**src/rtl/sys_pkg.sv**
```systemverilog
// sys_pkg: shared types and defaults for the systolic MAC array.
// Lane struct, feeder FSM states and a width helper.
package sys_pkg;

    localparam int SYS_WL     = 32;
    localparam int SYS_VECLEN = 8;

    // One lane beat: acc is the accumulate flag carried on outend.
    typedef struct packed {
        logic [SYS_WL-1:0] value;
        logic              valid;
        logic              acc;
    } lane_t;

    typedef enum logic {
        FD_IDLE = 1'b0,
        FD_SEND = 1'b1
    } fd_state_t;

    // Bits needed to hold a count in 0..n.
    function automatic int cnt_w(input int n);
        return $clog2(n + 1);
    endfunction

endpackage

```
**src/rtl/sys_feeder_buf.sv**
```systemverilog
// sys_feeder_buf: circular word buffer for one feeder lane.
// Ports: clk/rst, push/push_data, pop, rd_data (comb head), count, wr_ready.
module sys_feeder_buf
    import sys_pkg::*;
#(
    parameter int WL    = SYS_WL,
    parameter int DEPTH = 16,
    parameter int AW    = $clog2(DEPTH),
    parameter int CW    = cnt_w(DEPTH)
) (
    input  logic          clk,
    input  logic          rst,
    input  logic          push,
    input  logic [WL-1:0] push_data,
    input  logic          pop,
    output logic [WL-1:0] rd_data,
    output logic [CW-1:0] count,
    output logic          wr_ready
);

    logic [WL-1:0] mem [DEPTH];
    logic [AW-1:0] wptr;
    logic [AW-1:0] rptr;

    always_ff @(posedge clk) begin
        if (push) begin
            mem[wptr] <= push_data;
        end
    end

    always_ff @(posedge clk) begin
        if (rst) begin
            wptr <= '0;
            rptr <= '0;
        end else begin
            if (push) begin
                wptr <= wptr + 1'b1;
            end
            if (pop) begin
                rptr <= rptr + 1'b1;
            end
        end
    end

    always_ff @(posedge clk) begin
        if (rst) begin
            count <= '0;
        end else begin
            unique case ({push, pop})
                2'b10:   count <= count + 1'b1;
                2'b01:   count <= count - 1'b1;
                default: count <= count;
            endcase
        end
    end

    // Head word is read straight from the array; a word
    // written this cycle is never visible to a pop.
    assign rd_data  = mem[rptr];
    assign wr_ready = (count != CW'(DEPTH));

endmodule

```
**src/rtl/sys_feeder.sv**
```systemverilog
// sys_feeder: buffered vector transmitter for one systolic edge lane.
// Ports: clk/rst, ena, go, wr_valid/wr_data/wr_ready,
// outvalue/outvalid/outend (lane), vec_sent, busy.
module sys_feeder
    import sys_pkg::*;
#(
    parameter int WL     = SYS_WL,
    parameter int VECLEN = SYS_VECLEN,
    parameter int DEPTH  = 16,
    parameter int SKEW   = 0
) (
    input  logic          clk,
    input  logic          rst,
    input  logic          ena,
    input  logic          go,
    input  logic          wr_valid,
    input  logic [WL-1:0] wr_data,
    output logic          wr_ready,
    output logic [WL-1:0] outvalue,
    output logic          outvalid,
    output logic          outend,
    output logic          vec_sent,
    output logic          busy
);

    localparam int CW = cnt_w(DEPTH);
    localparam int IW = $clog2(VECLEN);

    localparam logic [CW:0]   VL_C  = (CW+1)'(VECLEN);
    localparam logic [CW:0]   VL_P1 = (CW+1)'(VECLEN + 1);
    localparam logic [IW-1:0] I_END = IW'(VECLEN - 1);

    typedef struct packed {
        logic [WL-1:0] value;
        logic          valid;
        logic          acc;
    } lane_w_t;

    fd_state_t     state;
    fd_state_t     state_nx;
    logic [IW-1:0] idx;
    logic          idx_last;
    logic          push;
    logic          pop;
    logic          pop_last;
    logic [WL-1:0] rd_data;
    logic [CW-1:0] count;
    logic [CW:0]   cnt_after;
    logic          have_vec;
    logic          keep_vec;

    assign push = wr_valid && wr_ready;

    sys_feeder_buf #(
        .WL    (WL),
        .DEPTH (DEPTH)
    ) u_buf (
        .clk       (clk),
        .rst       (rst),
        .push      (push),
        .push_data (wr_data),
        .pop       (pop),
        .rd_data   (rd_data),
        .count     (count),
        .wr_ready  (wr_ready)
    );

    // count+push >= VECLEN+1 is the same as
    // (count-1 + accepted write) >= VECLEN.
    assign cnt_after = {1'b0, count} + (CW+1)'(push);
    assign have_vec  = ({1'b0, count} >= VL_C);
    assign keep_vec  = (cnt_after >= VL_P1);
    assign idx_last  = (idx == I_END);

    always_ff @(posedge clk) begin
        if (rst) begin
            state <= FD_IDLE;
        end else if (ena) begin
            state <= state_nx;
        end
    end

    always_comb begin
        state_nx = state;
        unique case (1'b1)
            (state == FD_IDLE): begin
                if (go && have_vec) begin
                    state_nx = FD_SEND;
                end
            end
            (state == FD_SEND): begin
                if (idx_last && !(go && keep_vec)) begin
                    state_nx = FD_IDLE;
                end
            end
            default: state_nx = FD_IDLE;
        endcase
    end

    always_comb begin
        pop      = ena && (state == FD_SEND);
        pop_last = pop && idx_last;
    end

    always_ff @(posedge clk) begin
        if (rst) begin
            idx <= '0;
        end else if (pop) begin
            idx <= idx_last ? '0 : idx + 1'b1;
        end
    end

    // Primary lane register, loaded on the pop edge.
    lane_w_t prim;
    logic    prim_last;

    always_ff @(posedge clk) begin
        if (rst) begin
            prim      <= '0;
            prim_last <= 1'b0;
        end else if (ena) begin
            prim.valid <= pop;
            prim.acc   <= pop && (idx != '0);
            prim_last  <= pop_last;
            if (pop) begin
                prim.value <= rd_data;
            end
        end
    end

    // Skew line; tap[SKEW] drives the lane.
    lane_w_t [SKEW:0] tap;
    logic    [SKEW:0] ltap;

    assign tap[0]  = prim;
    assign ltap[0] = prim_last;

    for (genvar i = 1; i <= SKEW; i++) begin : g_skew
        lane_w_t r;
        logic    rl;

        always_ff @(posedge clk) begin
            if (rst) begin
                r  <= '0;
                rl <= 1'b0;
            end else if (ena) begin
                r  <= tap[i-1];
                rl <= ltap[i-1];
            end
        end

        assign tap[i]  = r;
        assign ltap[i] = rl;
    end

    assign outvalue = tap[SKEW].value;
    assign outvalid = tap[SKEW].valid;
    assign outend   = tap[SKEW].acc;

    // The last-word flag holds while frozen; qualifying it
    // with the previous ena makes vec_sent a single pulse.
    logic adv_q;

    always_ff @(posedge clk) begin
        if (rst) begin
            adv_q <= 1'b0;
        end else begin
            adv_q <= ena;
        end
    end

    assign vec_sent = ltap[SKEW] && adv_q;

    logic any_vld;

    always_comb begin
        any_vld = 1'b0;
        for (int i = 0; i <= SKEW; i++) begin
            any_vld = any_vld | tap[i].valid;
        end
    end

    assign busy = (state == FD_SEND) || any_vld;

endmodule

```
**config.mk**
```make
export PLATFORM = sky130hd
export DESIGN_NAME = sys_feeder
export DESIGN_NICKNAME = d
export VERILOG_FILES = /design/src/rtl/sys_pkg.sv /design/src/rtl/sys_feeder_buf.sv /design/src/rtl/sys_feeder.sv
export SDC_FILE = /design/constraint.sdc
export NUM_CORES = 1
export LEC_CHECK = 0
export BUFFER_PORTS_ARGS = -buffer_cell sky130_fd_sc_hd__buf_2
export CAP_MARGIN = 10
export CORE_UTILIZATION = 40
export DETAILED_ROUTE_END_ITERATION = 8
export GPL_ROUTABILITY_DRIVEN = 0
export PLACE_DENSITY = 0.55
export SYNTH_ARGS = -nofsm -noshare
export SYNTH_HDL_FRONTEND = slang
export SYNTH_SLANG_ARGS = --single-unit
export TNS_END_PERCENT = 30
```
**constraint.sdc**
```tcl
create_clock -name clk -period 5.6 [get_ports clk]
set_clock_uncertainty 0.2 [all_clocks]
set_input_delay 0.56 -clock clk [delete_from_list [all_inputs] [get_ports clk]]
set_output_delay 0.56 -clock clk [all_outputs]
set_load 0.005 [all_outputs]
```
Word-level counts from Yosys, hierarchy flattened --
Memories as Yosys holds them, arrays and structs flattened. A register that Yosys moved wholly into a read port is not among the register bits. Index checks and enable logic that the tools add are counted.
Word-level totals: flip-flop bits (word level) 21, memory bits (writable) 512, bits of input ports 37, output and inout port bits 37, logic and storage cells 43, memories 1
Cells by class: add/sub/neg operators 6, order comparisons 2, equality and inequality tests 4, muxes and demuxes 7, bitwise operators 1, reductions and logical operators 13
Memory list:
- u_buf.mem | words 16, width 32, read ports 1, clocked after memory_dff 1, wr ports 1, line sys_feeder_buf.sv:21 | logic [WL-1:0] mem [DEPTH];
Operator list (count):
- 5-bit case mux with 2 select lines | 1
- 4-bit by 1-bit adder with 4-bit output, second input constant | 2
- 1-bit logical AND | 8
- 5-bit by 1-bit adder with 6-bit output | 1
- 6-bit by 4-bit >= comparator with 1-bit output, second input constant | 1
- 5-bit by 1-bit adder with 5-bit output, second input constant | 1
- 5-bit by 4-bit >= comparator with 1-bit output, second input constant | 1
- 5-bit inequality test, second input constant | 1
- 5-bit by 1-bit subtractor with 5-bit output, second input constant | 1
- 1-bit two-way mux | 4
- 3-bit by 1-bit adder with 3-bit output, second input constant | 1
- 3-bit equality test, second input constant | 1
- 3-bit two-way mux | 1
- 3-bit nonzero test | 1
- 2-bit by 1-bit equality test with 1-bit output, second input constant | 1
- 2-bit equality test, second input constant | 1
- 1-bit case mux with 2 select lines | 1
- 2-bit AND reduction | 1
- 2-bit nonzero test | 1
- 1-bit logical NOT | 1
- 1-bit logical OR | 1
- 1-bit inverter | 1

Logic depth before layout (Yosys ltp) --
Gate-level depths: netlist of run 1.
depth after elaboration 9, depth in mapped cells 11, gate-level depth less buffers 11

By module --
From an unflattened synthesis of run 1, not the netlist that was laid out.
Second synthesis, totals: cell total of the unflattened synthesis 1091, area, all modules 21618.2 um2
By module, submodules not included:
- sys_feeder_buf | times used 1, cells an instance 898, area an instance 20075.5 um2, sequential area each 15715.1 um2
- sys_feeder | times used 1, cells an instance 193, area an instance 1542.7 um2, sequential area each 800.8 um2

Worst setup path after synthesis of run 1 --
No wires, ideal clock.
path kind input-to-reg, from in wr_valid, to mem u_buf.mem[3][0] (netlist bit) (enable), library setup time 0.461 ns, data arrival time 3.293 ns, data required time 4.939 ns, path slack 1.646 ns, stages on the path 3, buffers on the path 0, path through a21boi_2 nand2_1 nor3_1
Between the ends: cells in the longest elaborated chain, start to end 3
Ends and longest elaborated chain:
- start: declaration | line sys_feeder.sv:16 | input logic wr_valid,
- 1-bit logical AND | line sys_feeder.sv:52 | assign push = wr_valid && wr_ready;
- 1-bit two-way mux | line sys_feeder_buf.sv:26 | if (push) begin
- 1-bit two-way mux (not written as such) | line sys_feeder_buf.sv:27 | mem[wptr] <= push_data;
- end: declaration | line sys_feeder_buf.sv:21
No other way between the ends.

Worst setup path after layout of run 1 --
from reg u_buf.count[1], to reg u_buf.count[4]
Between the ends: cells in the longest elaborated chain, start to end 4, elaborated cells on any way between the ends 8, those cells by class 2 x add/sub; 3 x eq/ne; 1 x mux; 2 x reduce/logical
Ends and longest elaborated chain:
- start: declaration | line sys_feeder_buf.sv:17 | output logic [CW-1:0] count,
- start signal: assignment | line sys_feeder_buf.sv:50 | 2'b10: count <= count + 1'b1;
- start signal: assignment | line sys_feeder_buf.sv:51 | 2'b01: count <= count - 1'b1;
- start signal: assignment | line sys_feeder_buf.sv:52 | default: count <= count;
- 5-bit inequality test (*) | line sys_feeder_buf.sv:60 | assign wr_ready = (count != CW'(DEPTH));
- 1-bit logical AND (*) | line sys_feeder.sv:52
- via push | line sys_feeder.sv:43 | logic push;
- 2-bit by 1-bit equality test with 1-bit output or 2-bit equality test (tied branches) | line sys_feeder_buf.sv:49 | unique case ({push, pop})
- 5-bit case mux with 2 select lines or 2-bit nonzero test (tied branches)
The timed path passes the listed nets; every way through them passes the cells marked *. A chain may end at the register's enable or synchronous reset.

==> results of run 1 <==
## logic make-up after synthesis
group,after synthesis,synth area share
compound gates,151,0.04982
simple gates,76,0.01688
xor+xnor,8,0.003248
flops,565,0.7618
fa+ha+maj,15,0.009047
buf+inv,76,0.01693
mux,226,0.1423
## path summary, 6_finish.rpt
kind | endpoint | slack, ns
min reg2reg | ltap | 0.26
max | u_buf.count[4] | 2.38
max reg2reg | u_buf.count[4] | 2.38
min | adv_q | 0.11
## cells in the mapped netlist, types with 13 or more instances
library cell	n
dfxtp_1	53
o21ai_0	21
nand2_1	15
mux4_2	63
a21oi_1	13
nor2_1	29
edfxtp_1	512
mux2i_1	160
clkbuf_1	22
buf_2	31
ha_1	14
a32oi_1	31
a22oi_1	62
## power by group through the flow
stage                     logic [W]  clock network, W  registers (W)
after global placement     0.000191                 0        0.00475
after global routing       0.000211           0.00408        0.00466
final                      0.000192           0.00385        0.00466
after floorplan           0.0000771                 0        0.00475
after CTS                  0.000195           0.00393        0.00466
after detailed placement   0.000195                 0        0.00475
## stage by stage
stage          hold WS (ns)  total power (W)  utilization  std cells
6_report             0.1050         0.008695       0.4676       1943
5_1_grt             0.09416         0.008946       0.4676       1943
4_1_cts             0.06387         0.008778       0.4676       1943
3_5_place_dp         0.2548         0.004941       0.4312       1836
3_3_place_gp         0.2545         0.004936       0.4312       1836
2_1_floorplan        0.2449         0.004824            -       1117
## state kept, by name, summed over array words and instances, names as in the netlist
name	count
u_buf.mem	512
outvalue	32
u_buf.count	5
u_buf.rptr	4
u_buf.wptr	4
idx	3
adv_q	1
ltap	1
outend	1
outvalid	1
state	1
## cell type report
cell class | instances | area [sq um] | share of cell area
Tap cell | 688 | 860.8 | 0.03475
Sequential cell | 565 | 16440 | 0.6639
Clock buffer | 82 | 1674 | 0.06759
Multi-Input combinational cell | 476 | 4907 | 0.1981
Inverter | 11 | 41.29 | 0.001667
Timing Repair Buffer | 96 | 588.1 | 0.02374
Clock inverter | 25 | 254.0 | 0.01025
## layer usage
metal,routed length (um),part of all wire,GRT usage,up-vias
met3,2026,0.043,0.03040,59
met2,22550,0.48,0.2831,218
met1,21470,0.46,0.2446,5509
met5,0,0,0,-
met4,712,0.015,0.04079,0
li1,-,-,-,4733
==> results.sh, run 1 <==
export IMPL_combPwrFrac=0.022
export IMPL_synth_ff_type="edfxtp_1"
export IMPL_path_buf_inv=2
export IMPL_worstSetupStartpoint="u_buf.count[1]"
export IMPL_synth_area_sq_um=21570
export IMPL_p_leak_nw=7.703
export IMPL_syn_nets=1169
export IMPL_crit_arrival_ns=3.50
export IMPL_hold_viol=0
export IMPL_cts_hold_buffers=0
export IMPL_port_buffers=73
export IMPL_drt_iter0_drc=760
export IMPL_final_max_slew_viol_count=0
export IMPL_status="complete, but fails checks"
export IMPL_synth_area_top_cells="edfxtp_1 (71%), mux2i_1 (7.4%), mux4_2 (6.6%)"
export IMPL_viasPerCell=5.414
export IMPL_place_ws_ns=2.287
export IMPL_numCtsBuffers=58
export IMPL_layout_setup_ws_ns=2.384
export IMPL_synthArstFlopShare=0
export IMPL_rsz0062_at_grt="false"
export IMPL_postCtsSetupRepairBufs=0
export IMPL_ys_seq_area_frac=0.7618
export IMPL_worstSetupEndpointType="flop"
export IMPL_htree_levels=2
export IMPL_synth_top_cell_by_area="edfxtp_1"
export IMPL_worstHoldPathCells=2
export IMPL_cts_tree="yes"
export IMPL_die_x_um=234.2
export IMPL_netSwitchingFraction=0.1991
export IMPL_cts_resized=0
export IMPL_powerDensity_nw_per_um2=351.0
export IMPL_syn_inst=1117
export IMPL_vias=10519
export IMPL_timing_final_crit_share=0.5742
export IMPL_yosysWarnings=0
export IMPL_fp_dieH_um=234.2
export IMPL_postRouteAntennaNets=0
export IMPL_stdcell_area_sq_um=24770
export IMPL_io_pins=74
export IMPL_avgSynthCellArea_sq_um=19.31
export IMPL_clockBufferDepth=3
export IMPL_synth_seq_cells=565
export IMPL_clock_latency_ns=0.61
export IMPL_final_min_clock_period_ns=3.216
export IMPL_drive_gt1_frac=0.2239
export IMPL_num_antenna_cells=0
export IMPL_hpwl_mm=26.39
export IMPL_final_common_cell="edfxtp_1"
export IMPL_criticalPathCategory="reg -> reg"
export IMPL_overflow=0
export IMPL_final_setup_tns_ns=0
export IMPL_grtUsageTotal=0.1743
export IMPL_worstRegToRegCells=11
export IMPL_worstPathRequired_ns=5.88
export IMPL_core_sq_um=52970
export IMPL_max_slew_margin=0.2131
export IMPL_initial_core_util=0.4073
export IMPL_synth_top_area_share=0.7126
export IMPL_ir_worst_vdd_mv=0.2395
export IMPL_grt_pass1_vias=10851
export IMPL_placed_cell_area_sq_um=22840
export IMPL_p_clk_frac=0.442
export IMPL_ctsRootBufferMaster="clkbuf_16"
export IMPL_violations="DRC"
export IMPL_crit_family="simple AND/OR/NAND/NOR gates"
export IMPL_synthToLayoutAreaGrowth_pct=14.81
export IMPL_synthDistinctLibCells=50
export IMPL_min_from="ena"
export IMPL_fmax_ghz=0.3110
export IMPL_cp_cell_sequence="nor4_1 > a21boi_2 > inv_1 > ha_1 > inv_1 > fa_1 > nor2b_1 > o21ai_0 > nand3_1 > or3b_1 > mux2_2"
export IMPL_clock_sinks=565
export IMPL_grt_pass1_wl_mm=70.14
export IMPL_fin_nets=1260
export IMPL_routedWlPerCell_um=24.07
export IMPL_crit_top_cell="inv_1"
export IMPL_worstReg2RegStart="u_buf.count[1]"
export IMPL_rows=84
export IMPL_crit_fanout=10
export IMPL_synth_edf_count=512
export IMPL_fill_cells=4553
export IMPL_cp_slowest_cell="nor4_1"
export IMPL_drc_errors=1
export IMPL_grt_max_degree=97
export IMPL_antenna_found_initial=0
export IMPL_path_clk_slew_ns=0.06
export IMPL_p_int_w=0.006964
export IMPL_dieArea_sq_um=54870
export IMPL_worstMarginPinSlew_ns=1.178
export IMPL_dr_pass1_iters=9
export IMPL_seq_power_share=0.536
export IMPL_p_switching_w=0.001731
export IMPL_start_kind="flop"
export IMPL_max_stage_delay_ns=0.44
export IMPL_hold_class="in -> reg"
export IMPL_drt_total_wl_mm=46.76
export IMPL_crit_cells=11
export IMPL_cap_viol_max_count=0
export IMPL_layout_common_cells="edfxtp_1 (512), mux2i_1 (160), buf_2 (73)"
export IMPL_setup_viol=0
(Power assumes the default switching activity.)
==> run 2, diff against run 1 <==
--- a/config.mk
+++ b/config.mk
@@ -10,7 +10,7 @@
 export CORE_UTILIZATION = 40
 export DETAILED_ROUTE_END_ITERATION = 8
 export GPL_ROUTABILITY_DRIVEN = 0
-export PLACE_DENSITY = 0.55
+export PLACE_DENSITY = 0.58
 export SYNTH_ARGS = -nofsm -noshare
 export SYNTH_HDL_FRONTEND = slang
 export SYNTH_SLANG_ARGS = --single-unit
==> constraint.sdc (replaced) <==
create_clock -name clk -period 2.8 [get_ports clk]
set_clock_uncertainty 0.2 [all_clocks]
set_input_delay 0.28 -clock clk [delete_from_list [all_inputs] [get_ports clk]]
set_output_delay 0.28 -clock clk [all_outputs]
set_load 0.005 [all_outputs]
==> results.sh, run 2 (synthesis gave the netlist of run 1 again) <==
export IMPL_stdcell_area_sq_um=25540
export IMPL_netSwitchingFraction=0.2017
export IMPL_p_leak_nw=8.034
export IMPL_crit_top_cell="inv_2"
export IMPL_routedWlPerCell_um=24.03
export IMPL_path_buf_inv=3
export IMPL_dr_pass1_iters=7
export IMPL_cp_slowest_cell="fa_2"
export IMPL_placed_cell_area_sq_um=23330
export IMPL_criticalPathCategory="reg -> reg"
export IMPL_drive_gt1_frac=0.2446
export IMPL_seq_power_share=0.546
export IMPL_final_common_cell="edfxtp_1"
export IMPL_cap_viol_max_count=0
export IMPL_timing_final_crit_share=0.9561
export IMPL_postRouteAntennaNets=0
export IMPL_final_max_slew_viol_count=0
export IMPL_grt_max_degree=44
export IMPL_hold_ws_ns=0.1135
export IMPL_p_total_w=0.01704
export IMPL_cts_tree="yes"
export IMPL_numCtsBuffers=58
export IMPL_hold_viol=0
export IMPL_violations="DRC"
export IMPL_fp_dieH_um=234.2
export IMPL_start_kind="flop"
export IMPL_crit_arrival_ns=2.98
export IMPL_powerDensity_nw_per_um2=667.4
export IMPL_port_buffers=73
export IMPL_viasPerCell=5.393
export IMPL_synthToLayoutAreaGrowth_pct=18.38
export IMPL_cp_cell_sequence="nor4_4 > buf_4 > a21boi_2 > inv_2 > ha_4 > inv_2 > fa_2 > nor2b_2 > o21ai_2 > nand3_1 > or3b_1 > mux2_2"
export IMPL_initial_core_util=0.4073
export IMPL_max_slew_margin=0.6375
export IMPL_htree_levels=2
export IMPL_dpl_cell_count=1880
export IMPL_worstSetupStartpoint="u_buf.count[0]"
export IMPL_worstSetupEndpoint="u_buf.count[4]"
export IMPL_clock_sinks=565
export IMPL_crit_fanout=3
export IMPL_fmax_ghz=0.3736
export IMPL_grtUsageTotal=0.1819
export IMPL_crit_cells=12
export IMPL_worstPathRequired_ns=3.10
export IMPL_layout_common_cells="edfxtp_1 (512), mux2i_1 (160), buf_2 (73)"
export IMPL_fin_nets=1342
export IMPL_crit_family="simple AND/OR/NAND/NOR gates"
export IMPL_worstRegToRegCells=12
export IMPL_finalNonFillerCells=2025
export IMPL_ff2ff_setup_slack_ns=0.12
export IMPL_ir_worst_vdd_mv=0.6522
export IMPL_clockBufferDepth=3
export IMPL_p_clk_frac=0.428
export IMPL_hold_class="in -> reg"
export IMPL_worstSetupEndpointType="flop"
export IMPL_overflow=0
export IMPL_io_pins=74
export IMPL_drc_errors=3
export IMPL_hpwl_mm=27.16
export IMPL_largest_register_ffs=512
export IMPL_rows=84
export IMPL_clock_latency_ns=0.61
export IMPL_status="complete, but fails checks"
export IMPL_fill_cells=4437
export IMPL_grt_pass1_wl_mm=72.71
export IMPL_max_stage_delay_ns=0.36
export IMPL_ff_latch_area_sq_um=16450
export IMPL_antenna_found_initial=0
export IMPL_ctsRootBufferMaster="clkbuf_16"
export IMPL_worstReg2RegEnd="u_buf.count[4]"
export IMPL_dieArea_sq_um=54870
export IMPL_num_antenna_cells=0
export IMPL_setup_viol=0
export IMPL_die_x_um=234.2
export IMPL_grt_pass1_vias=11297
export IMPL_p_int_w=0.01361
export IMPL_drt_iter0_drc=827
export IMPL_drt_total_wl_mm=48.66
export IMPL_combPwrFrac=0.026
export IMPL_path_clk_slew_ns=0.06
export IMPL_p_switching_w=0.003438
export IMPL_fin_util=0.4822
export IMPL_worstReg2RegStart="u_buf.count[0]"
export IMPL_largest_register="u_buf.mem"
export IMPL_multiInputGateArea_sq_um=4969
export IMPL_worstMarginPinSlew_ns=0.5437
export IMPL_vias=10921
export IMPL_core_sq_um=52970
export IMPL_final_min_clock_period_ns=2.677
## run 2: cell count changes in the layout (fill, tap and decap cells not counted), sizes merged
cell / delta
buf: +47
dlygate4sd3: +35
clkbuf: -3
bufinv: -2
clkinvlp: +2
inv: +2
clkinv: +1
## run 2: worst min-delay path: cells and delay by family
family / cells / cell delay (ns)
AOI/OAI and AO/OA: 1 / 0.16
xor gates and xnor gates: 1 / 0.14
buffers and inverters: 2 / 0.26
and+or+nand+nor: 1 / 0.04
## run 2: cell type report
class	instances	share of cell area
Tap cell	688	0.03370
Multi-Input combinational cell	476	0.1945
Inverter	11	0.001617
Sequential cell	565	0.6440
Clock buffer	79	0.06231
Clock inverter	28	0.007936
Timing Repair Buffer	178	0.05594
## run 2: metrics by stage
stage | worst slack (ns) | setup TNS [ns]
2_1_floorplan | -0.2230 | -82.14
3_3_place_gp | -0.03348 | -0.03348
3_5_place_dp | -0.06079 | -0.06079
4_1_cts | 0.04365 | 0
5_1_grt | -0.01264 | -0.01264
6_report | 0.1230 | 0
## run 2: timing repair
action | 4_1_cts | 5_1_grt
hold buffers | 35 | 0
endpoints found under the setup margin | 1 | 1
pin swaps | 1 | 3
gates resized for setup | 4 | 8
endpoints found under the hold margin | 532 | 0
buffers inserted | 2 | 1
## run 2: power by group through the flow
stage | clock network [W] | registers (W) | logic, W
2_1_floorplan | 0 | 0.00949 | 0.000155
3_3_place_gp | 0 | 0.00948 | 0.000379
3_5_place_dp | 0 | 0.00949 | 0.000392
4_1_cts | 0.00748 | 0.00931 | 0.000437
5_1_grt | 0.00780 | 0.00931 | 0.000479
6_report | 0.00730 | 0.00931 | 0.000436
## run 2: worst min-delay path by stage
stage	start	cells past startpoint	slack [ns]	endpoint
after floorplan	rst	1	0.16	adv_q
after global routing	wr_valid	5	0.11	u_buf.wptr[0]
final	wr_valid	5	0.11	u_buf.wptr[0]
after global placement	ltap	2	0.26	ltap
after detailed placement	ltap	2	0.27	ltap
after CTS	wr_valid	5	0.06	u_buf.wptr[1]
## run 2: layer usage
layer	part of all wire	global-route usage	wire length (um)	vias up
met1	0.45	0.2493	21670	5677
met4	0.023	0.05398	1100	0
met3	0.044	0.02724	2136	77
met5	0	0	0	-
li1	-	-	-	4900
met2	0.49	0.3001	23750	267
==> run 3, diff against run 2 <==
--- a/config.mk
+++ b/config.mk
@@ -7,10 +7,10 @@
 export LEC_CHECK = 0
 export BUFFER_PORTS_ARGS = -buffer_cell sky130_fd_sc_hd__buf_2
 export CAP_MARGIN = 10
-export CORE_UTILIZATION = 40
+export CORE_UTILIZATION = 45
 export DETAILED_ROUTE_END_ITERATION = 8
 export GPL_ROUTABILITY_DRIVEN = 0
-export PLACE_DENSITY = 0.58
+export PLACE_DENSITY = 0.63
 export SYNTH_ARGS = -nofsm -noshare
 export SYNTH_HDL_FRONTEND = slang
 export SYNTH_SLANG_ARGS = --single-unit
==> results.sh, run 3 (synthesis gave the netlist of run 1 again) <==
export IMPL_layout_setup_ws_ns=0.1147
export IMPL_worstReg2RegEnd="u_buf.count[4]"
export IMPL_criticalPathCategory="reg -> reg"
export IMPL_num_antenna_cells=0
export IMPL_crit_arrival_ns=2.98
export IMPL_antenna_found_initial=1
export IMPL_worstPathRequired_ns=3.09
export IMPL_worstMarginPinSlew_ns=0.7347
export IMPL_overflow=0
export IMPL_drc_errors=0
export IMPL_io_pins=74
export IMPL_fin_util=0.5439
export IMPL_largest_register="u_buf.mem"
export IMPL_layout_common_cells="edfxtp_1 (512), mux2i_1 (160), buf_2 (73)"
export IMPL_fill_cells=3631
export IMPL_grtUsageTotal=0.1929
export IMPL_routedWlPerCell_um=24.06
export IMPL_hold_viol=0
export IMPL_min_from="wr_valid"
export IMPL_hold_class="in -> reg"
export IMPL_viasPerCell=5.600
export IMPL_p_total_w=0.01725
export IMPL_cts_tree="yes"
export IMPL_numCtsBuffers=57
export IMPL_synthToLayoutAreaGrowth_pct=18.36
export IMPL_postRouteAntennaNets=0
export IMPL_final_max_slew_viol_count=0
export IMPL_cap_viol_max_count=0
export IMPL_grt_max_degree=43
export IMPL_ff2ff_setup_slack_ns=0.11
export IMPL_setup_viol=0
export IMPL_ir_worst_vdd_mv=0.5088
export IMPL_final_min_clock_period_ns=2.685
export IMPL_dr_pass1_iters=4
export IMPL_grt_pass1_vias=11086
export IMPL_port_buffers=73
export IMPL_fmax_ghz=0.3724
export IMPL_final_common_cell="edfxtp_1"
export IMPL_clock_sinks=565
export IMPL_initial_core_util=0.4595
export IMPL_ff_latch_area_sq_um=16440
export IMPL_worstReg2RegStart="u_buf.count[3]"
export IMPL_place_ws_ns=-0.03170
export IMPL_worstHoldPathCells=5
export IMPL_fin_nets=1339
export IMPL_rows=79
export IMPL_drt_total_wl_mm=46.73
export IMPL_start_kind="flop"
export IMPL_ctsRootBufferMaster="clkbuf_16"
export IMPL_max_slew_margin=0.5102
export IMPL_clock_latency_ns=0.61
export IMPL_crit_fanout=3
export IMPL_whs_endpoint="u_buf.wptr[0]"
export IMPL_dieArea_sq_um=48820
export IMPL_timing_final_crit_share=0.9590
export IMPL_drt_iter0_drc=785
export IMPL_hold_ws_ns=0.09926
export IMPL_clockBufferDepth=3
export IMPL_status="completed"
export IMPL_die_x_um=221.0
export IMPL_multiInputGateArea_sq_um=4952
export IMPL_powerDensity_nw_per_um2=675.6
export IMPL_hpwl_mm=26.12
export IMPL_p_leak_nw=8.073
export IMPL_largest_register_ffs=512
export IMPL_drive_gt1_frac=0.2434
export IMPL_worstSetupEndpointType="flop"
export IMPL_fp_dieH_um=221.0
export IMPL_htree_levels=2
export IMPL_grt_pass1_wl_mm=70.08
export IMPL_core_sq_um=46950
export IMPL_worstRegToRegCells=12
export IMPL_vias=10876
export IMPL_path_clk_slew_ns=0.06
==> run 3: cell types whose count changed in the layout (fill, tap and decap cells not counted), sizes merged <==
cell / change
clkbuf: -12
clkinv: +8
bufinv: +4
buf: -2
==> run 3: final cells by class <==
class                   count  area share
well taps                 607     0.02974
inverters                  11    0.001617
clock inverters            40     0.01397
repair buffers            176     0.05733
clock buffers              67     0.05939
flip-flops and latches    565      0.6440
multi-input cells         476      0.1939
==> run 3: per-stage QoR <==
stage,cell area (sq um),instances,setup TNS (ns)
after floorplan,21590,1117,-82.14
after global placement,23280,1799,-0.006114
after detailed placement,23280,1799,-0.03170
after CTS,25510,1941,0
after global routing,25530,1942,-0.02971
final,25530,1942,0
==> run 3: power breakdown <==
part,internal [W],total (W),leakage (nW),switching (W)
combinational,0.000164,0.000430,2.10,0.000267
clock,0.00442,0.00751,0.922,0.00309
sequential,0.00929,0.00931,5.06,0.0000228
==> run 3: worst max path at each step <==
stage,startpoint,endpoint,slack [ns],depth (start not counted)
CTS,u_buf.count[0],u_buf.count[4],0.01,12
finish,u_buf.count[3],u_buf.count[4],0.11,12
floorplan,u_buf.count[3],u_buf.mem[15][0],-0.22,4
detailed placement,u_buf.count[0],u_buf.count[4],-0.03,12
global placement,u_buf.count[0],u_buf.count[4],-0.006,12
global route,u_buf.count[3],u_buf.count[4],-0.03,12
==> run 3: worst max-delay path, stage by stage, from the launching register on <==
cell	delay [ns]
dfxtp_1	0.31
nor4_2	0.26
buf_4	0.15
a21boi_2	0.06
inv_1	0.09
ha_4	0.14
inv_1	0.06
fa_2	0.34
nor2b_1	0.15
o21ai_1	0.10
nand3_1	0.08
or3b_1	0.35
mux2_2	0.27
==> run 3: metal layers <==
layer / GRT usage / vias up / routed length (um)
met4: 0.06000 / 2 / 963
met2: 0.3200 / 276 / 22980
met1: 0.2654 / 5637 / 20650
li1: - / 4897 / -
met3: 0.02682 / 64 / 2120
met5: 0 / - / 10
==> run 3: timing repair <==
action,CTS,global route
pin swaps,0,3
hold buffers,35,0
setup endpoints to repair,1,1
endpoints found under the hold margin,533,0
buffers inserted,0,1
resized for setup,1,4
